--- config.mk ---
export PLATFORM = sky130hd
export DESIGN_NAME = credit_sequencer
export DESIGN_NICKNAME = d
export VERILOG_FILES = /design/src/rtl/credit_sequencer.sv
export SDC_FILE = /design/constraint.sdc
export NUM_CORES = 1
export LEC_CHECK = 0
export ABC_AREA = 1
export BUFFER_PORTS_ARGS = -buffer_cell sky130_fd_sc_hd__buf_2
export CELL_PAD_IN_SITES_DETAIL_PLACEMENT = 1
export CELL_PAD_IN_SITES_GLOBAL_PLACEMENT = 1
export CORE_MARGIN = 2
export CORE_UTILIZATION = 50
export CTS_BUF_LIST = sky130_fd_sc_hd__clkbuf_8
export DETAILED_ROUTE_END_ITERATION = 10
export PLACE_DENSITY = 0.93
export SYNTH_ARGS = -nofsm -noshare
export SYNTH_HDL_FRONTEND = slang
export SYNTH_SLANG_ARGS = --single-unit
--- constraint.sdc ---
create_clock -name clk_sys -period 7.9 [get_ports clk_sys]
set_clock_uncertainty 0.1 [all_clocks]
set_input_delay 0.395 -clock clk_sys [delete_from_list [all_inputs] [get_ports clk_sys]]
set_output_delay 0.395 -clock clk_sys [all_outputs]
set_load 0.03 [all_outputs]
--- src/rtl/credit_sequencer.sv ---
// -----------------------------------------------------------------------------
// credit_sequencer
//
// Purpose:
//   Sits between the merged button logic and the game core's start input.
//   Debounces the coin and start buttons and keeps a saturating credit count.
//   Drives the core's start input with a timed pulse, then waits for the core
//   to report an active game. If the game never starts, the credit is refunded.
//   Free-play mode starts a game without a credit and never refunds.
//
// Ports:
//   clk_sys     in   1  system clock, rising edge
//   reset_n     in   1  asynchronous active-low reset
//   coin_in     in   1  raw coin button (asynchronous level)
//   start_in    in   1  raw start button (level)
//   free_play   in   1  start needs/consumes no credit (synchronous level)
//   game_active in   1  core reports a game in progress
//   start_out   out  1  start pulse to the core
//   credits     out  4  current credit count
//   coin_ack    out  1  one-cycle strobe per accepted coin (also when saturated)
//   busy        out  1  high whenever the sequencer is not idle
// -----------------------------------------------------------------------------
module credit_sequencer #(
  parameter int DEBOUNCE_CYC    = 500000,
  parameter int START_PULSE_CYC = 2500000,
  parameter int TIMEOUT_CYC     = 50000000,
  parameter int MAX_CREDITS     = 9
) (
  input  logic       clk_sys,
  input  logic       reset_n,
  input  logic       coin_in,
  input  logic       start_in,
  input  logic       free_play,
  input  logic       game_active,
  output logic       start_out,
  output logic [3:0] credits,
  output logic       coin_ack,
  output logic       busy
);

  localparam int DBW     = $clog2(DEBOUNCE_CYC + 1);
  localparam int SEQ_MAX = (START_PULSE_CYC > TIMEOUT_CYC) ? START_PULSE_CYC : TIMEOUT_CYC;
  localparam int CW      = $clog2(SEQ_MAX + 1);

  typedef enum logic [1:0] {
    S_IDLE  = 2'd0,
    S_PULSE = 2'd1,
    S_WAIT  = 2'd2
  } state_t;

  // Index 0 = coin, index 1 = start; both use an identical filter path.
  logic [1:0] w_raw;
  logic [1:0] w_ev;

  assign w_raw = {start_in, coin_in};

  genvar gi;
  generate
    for (gi = 0; gi < 2; gi++) begin : g_db
      logic           r_s1;
      logic           r_s2;
      logic           r_db;
      logic           r_db_q;
      logic [DBW-1:0] r_cnt;

      always_ff @(posedge clk_sys or negedge reset_n) begin
        if (!reset_n) begin
          r_s1   <= 1'b0;
          r_s2   <= 1'b0;
          r_db   <= 1'b0;
          r_db_q <= 1'b0;
          r_cnt  <= '0;
        end else begin
          r_s1   <= w_raw[gi];
          r_s2   <= r_s1;
          r_db_q <= r_db;
          // Any sample agreeing with the accepted level restarts the count,
          // so only an unbroken run of DEBOUNCE_CYC differing samples wins.
          if (r_s2 == r_db) begin
            r_cnt <= '0;
          end else if (r_cnt == DBW'(DEBOUNCE_CYC - 1)) begin
            r_db  <= r_s2;
            r_cnt <= '0;
          end else begin
            r_cnt <= r_cnt + 1'b1;
          end
        end
      end

      assign w_ev[gi] = r_db & ~r_db_q;
    end
  endgenerate

  logic          w_coin_ev;
  logic          w_start_ev;
  logic [4:0]    w_cred_coin;
  logic          w_accept;
  logic          w_take;
  logic          w_refund;
  logic [4:0]    w_cred_sum;
  logic [3:0]    w_cred_next;

  state_t        r_state;
  logic [CW-1:0] r_cnt;
  logic          r_taken;

  assign w_coin_ev  = w_ev[0];
  assign w_start_ev = w_ev[1];

  // Credit count after this cycle's coin, before any start/refund.
  assign w_cred_coin = {1'b0, credits} + {4'b0, w_coin_ev};

  assign w_accept = (r_state == S_IDLE) && w_start_ev && !game_active &&
                    (free_play || (w_cred_coin != 5'd0));
  assign w_take   = w_accept && !free_play;
  assign w_refund = (r_state == S_WAIT) && !game_active && (r_cnt == '0) && r_taken;

  // Summed 5 bits wide so coin+refund cannot wrap before the clamp; a take
  // only happens when w_cred_coin is nonzero, so the subtraction never goes
  // below zero.
  assign w_cred_sum  = w_cred_coin + {4'b0, w_refund} - {4'b0, w_take};
  assign w_cred_next = (w_cred_sum > 5'(MAX_CREDITS)) ? 4'(MAX_CREDITS) : w_cred_sum[3:0];

  always_ff @(posedge clk_sys or negedge reset_n) begin
    if (!reset_n) begin
      r_state   <= S_IDLE;
      r_cnt     <= '0;
      r_taken   <= 1'b0;
      start_out <= 1'b0;
      busy      <= 1'b0;
      credits   <= 4'd0;
      coin_ack  <= 1'b0;
    end else begin
      credits  <= w_cred_next;
      coin_ack <= w_coin_ev;

      case (r_state)
        S_IDLE: begin
          if (w_accept) begin
            r_state   <= S_PULSE;
            r_cnt     <= CW'(START_PULSE_CYC - 1);
            r_taken   <= !free_play;
            start_out <= 1'b1;
            busy      <= 1'b1;
          end
        end

        S_PULSE: begin
          if (r_cnt == '0) begin
            r_state   <= S_WAIT;
            r_cnt     <= CW'(TIMEOUT_CYC - 1);
            start_out <= 1'b0;
          end else begin
            r_cnt <= r_cnt - 1'b1;
          end
        end

        S_WAIT: begin
          if (game_active) begin
            r_state <= S_IDLE;
            r_taken <= 1'b0;
            busy    <= 1'b0;
          end else if (r_cnt == '0) begin
            // Refund, if any, is applied through w_refund in this same cycle.
            r_state <= S_IDLE;
            r_taken <= 1'b0;
            busy    <= 1'b0;
          end else begin
            r_cnt <= r_cnt - 1'b1;
          end
        end

        default: begin
          r_state   <= S_IDLE;
          start_out <= 1'b0;
          busy      <= 1'b0;
        end
      endcase
    end
  end

endmodule

==> flow_metrics.py <==
metrics = {
    "outcome": {
        "status": "complete, no violations",
    },
    "finish": {
        "stdcell_area_mm2": 0.00529,
        "layout.cells.non_filler": 788,
        "num-fill-cells": 1248,
        "layout_commonest_cell": "nand2_1",
        "drive_gt1_share_pct": 10.5,
        "area_growth_pct": 8.24,
        "diodes": 0,
        "final_nets": 672,
        "final_cell_mix": "139 x nand2_1, 85 x nor2_1, 82 x dfrtp_1",
    },
    "global_routing": {
        "antenna_found_initial": 0,
        "use_met3_pct": 3.53,
        "grt_overflow": 0,
        "grt_max_degree": 83,
        "grt_pass1_wl_um": 22800,
        "grt-busiest-layer": "met2",
        "met1_usage_pct": 31.6,
        "grt_pass1_vias": 4861,
        "groute.usage.overall_pct": 27.5,
        "globalRouteMet2Util_pct": 52.0,
    },
    "clocking": {
        "post_cts.repair.setup_buffers": 0,
        "hold_buffers": 0,
        "h-tree-depth": 3,
        "cts_tree": "built",
        "cts_made_buffers": 9,
        "cts.reportedPaths.clkPinSlew_ns": 0.10,
        "clock_latency_ns": 0.36,
        "clock_path_buffers": 2,
        "cts_num_sinks": 82,
        "cts-resized-gates": 0,
        "root_buffer": "clkbuf_8",
    },
    "yosys": {
        "synth.area.top_cells": "dfrtp_1 42%, nand2_1 11%, nor2_1 6.5%",
        "synth_async_sr_flop_share_pct": 100,
        "syn_inst": 634,
        "seq_area_frac_synth_pct": 42.0,
        "synth_top_area_share_pct": 42.0,
        "ys_dominant_reg_cell": "dfrtp_1",
        "syn-num-nets": 656,
        "synth_seq_cells": 82,
        "yosys_warnings": 0,
        "netlist_area_mm2": 0.00489,
        "synth-edff-count": 0,
        "yosys.area.top_type": "dfrtp_1",
        "synth.distinct_cells": 41,
        "syn_area_per_cell_um2": 7.71,
    },
    "power_and_ir_drop": {
        "power_density_mw_per_mm2": 280,
        "ir_drop_mv": 0.139,
        "total_leakage_power_nw": 2.44,
        "finalPower_mw": 1.48,
    },
    "timing": {
        "rsz0062_at_grt": "no",
        "fin_crit_sh_pct": 47.7,
        "worst_pin_slew_ns": 1.06,
        "min_period_ns": 3.77,
        "hold_violations": 0,
        "hold_ws_ns": 0.0292,
        "fin_setup_tns_ns": 0,
        "finalMaxSlewViolations": 0,
        "relSlewSlack_pct": 29.4,
        "finalSetupViolations": 0,
        "fmax_mhz": 265,
    },
    "min_path": {
        "whs_endpoint": "g_db[1].r_s1",
        "hold_class": "primary input to flip-flop",
        "hold_depth": 1,
        "min_from": "start_in",
    },
    "worst_setup_path": {
        "startpoint": "g_db[0].r_db",
        "ff2ff_path_depth": 20,
        "r2r-end": "credits[1]",
        "worstPathArrival_ns": 3.97,
        "cp-end-kind": "flip-flop",
        "crit_fanout": 4,
        "cp.required_ns": 8.10,
        "path_cells": "inv_1 > nor2_1 > ha_1 > ha_1 > xor2_1 > inv_1 > ha_1 > nand4_1 > nand3_1 > inv_1 > ha_1 > inv_1 > ha_1 > inv_1 > fa_1 > o21ai_0 > a21oi_1 > xor2_1 > nand2_1 > nor2_1",
        "critPathBufInv": 5,
        "r2r_slack_ns": 4.13,
        "cp-start-kind": "flip-flop",
        "crit_family": "adder cells",
        "crit_slowest_cell": "dfrtp_1",
        "path_class": "flip-flop to flip-flop",
        "critPathMaxStageDelay_ns": 0.42,
        "r2r_start": "g_db[0].r_db",
    },
    "die": {
        "die_h_um": 103,
        "dieArea_mm2": 0.0106,
        "core_area_mm2": 0.00964,
        "rows": 36,
        "dieWidth_um": 103,
        "ios": 13,
        "start_util_pct": 50.7,
    },
    "placed_design": {
        "placed_area_mm2": 0.00506,
        "port_buffers": 12,
        "dp.cells": 772,
        "routabilityCongestion": 0.855,
        "post-dp-hpwl_um": 9940,
    },
    "routing": {
        "wl_um": 13400,
        "ant_nets": 0,
        "routedWlPerCell_um": 17.0,
        "first_iter_violations": 155,
        "via_per_inst": 5.55,
        "firstDrtPassIters": 4,
        "num_vias": 4376,
        "drc": 0,
    },
    "run": {
        "maxCapViolCount": 0,
    },
}
[power by group]
| group | switching, mW | internal (mW) | total, mW |
|---|---|---|---|
| clock | 0.175 | 0.184 | 0.359 |
| combinational | 0.427 | 0.170 | 0.598 |
| sequential | 0.0544 | 0.472 | 0.526 |
| total | 0.657 | 0.826 | 1.48 |
[how the worst max path moves through the flow]
| stage | end | slack [ns] | depth (start not counted) |
|---|---|---|---|
| floorplan | credits[1] | 4.68 | 18 |
| global placement | credits[1] | 4.60 | 20 |
| detailed placement | credits[1] | 4.17 | 20 |
| CTS | credits[1] | 4.12 | 20 |
| global route | credits[1] | 3.75 | 20 |
| finish | credits[1] | 4.13 | 20 |
[flip-flops by register name, summed over array words and instances, names as in the netlist]
signal / flops
r_taken: 1
r_cnt: 26
g_db.r_db_q: 2
g_db.r_s1: 2
r_state: 2
credits: 4
coin_ack: 1
start_out: 1
g_db.r_db: 2
busy: 1
g_db.r_cnt: 38
g_db.r_s2: 2
[worst reg2reg max path: cells and delay by family, from the launching register on]
| family | cells | cell delay [ns] |
|---|---|---|
| fa+ha+maj | 6 | 1.43 |
| simple gates | 5 | 0.58 |
| xor+xnor | 2 | 0.49 |
| flops | 1 | 0.42 |
| buf+inv | 5 | 0.36 |
| compound gates | 2 | 0.31 |
[logic make-up after synthesis]
group	synth area share, %
AND/OR/NAND/NOR	31.5
flip-flops	42.0
multiplexers	0.461
adder cells (fa/ha/maj)	4.25
buffers and inverters	7.50
XOR/XNOR	6.09
AO/OA/AOI/OAI	8.24
[routing by layer]
| layer | share of wire, % | wire (µm) |
|---|---|---|
| met4 | 2.5 | 342 |
| met5 | 0 | 0 |
| met2 | 53 | 7150 |
| met1 | 42 | 5640 |
| met3 | 2.2 | 295 |
[stage by stage]
| stage | setup WS [ns] | utilization [%] |
|---|---|---|
| after detailed placement | 4.17 | 52.5 |
| after floorplan | 4.68 | - |
| after CTS | 4.12 | 54.9 |
| final | 4.13 | 54.9 |
| after global routing | 3.75 | 54.9 |
| after global placement | 4.60 | 52.5 |
[synth_stat cells (2+ instances only)]
cell type,n
mux2_2,2
dfrtp_1,82
o21ai_2,4
buf_6,3
a211oi_1,2
a21oi_2,3
o21bai_1,2
nor2_2,17
nand2_2,3
o211ai_1,3
nor4_1,4
inv_1,79
nor2_1,85
nor3_2,3
or2_2,2
a21oi_1,25
xor2_1,30
a31oi_1,2
ha_1,15
nor2_4,2
inv_2,2
nor3b_1,3
nand2_1,139
o21ai_0,23
nor3_1,17
nand3_1,44
nand4_1,19
xnor2_1,4
buf_2,3
[area by class of cell]
type | instances | area, µm² | share of cell area, %
tap | 133 | 166 | 3.14
sequential | 82 | 2050 | 38.8
inverter | 82 | 310 | 5.86
clock inverter | 7 | 106 | 2.01
clock buffer | 9 | 124 | 2.34
timing repair buffer | 12 | 62.6 | 1.18
multi-input combinational | 463 | 2470 | 46.7
(Power assumes the default switching activity.)
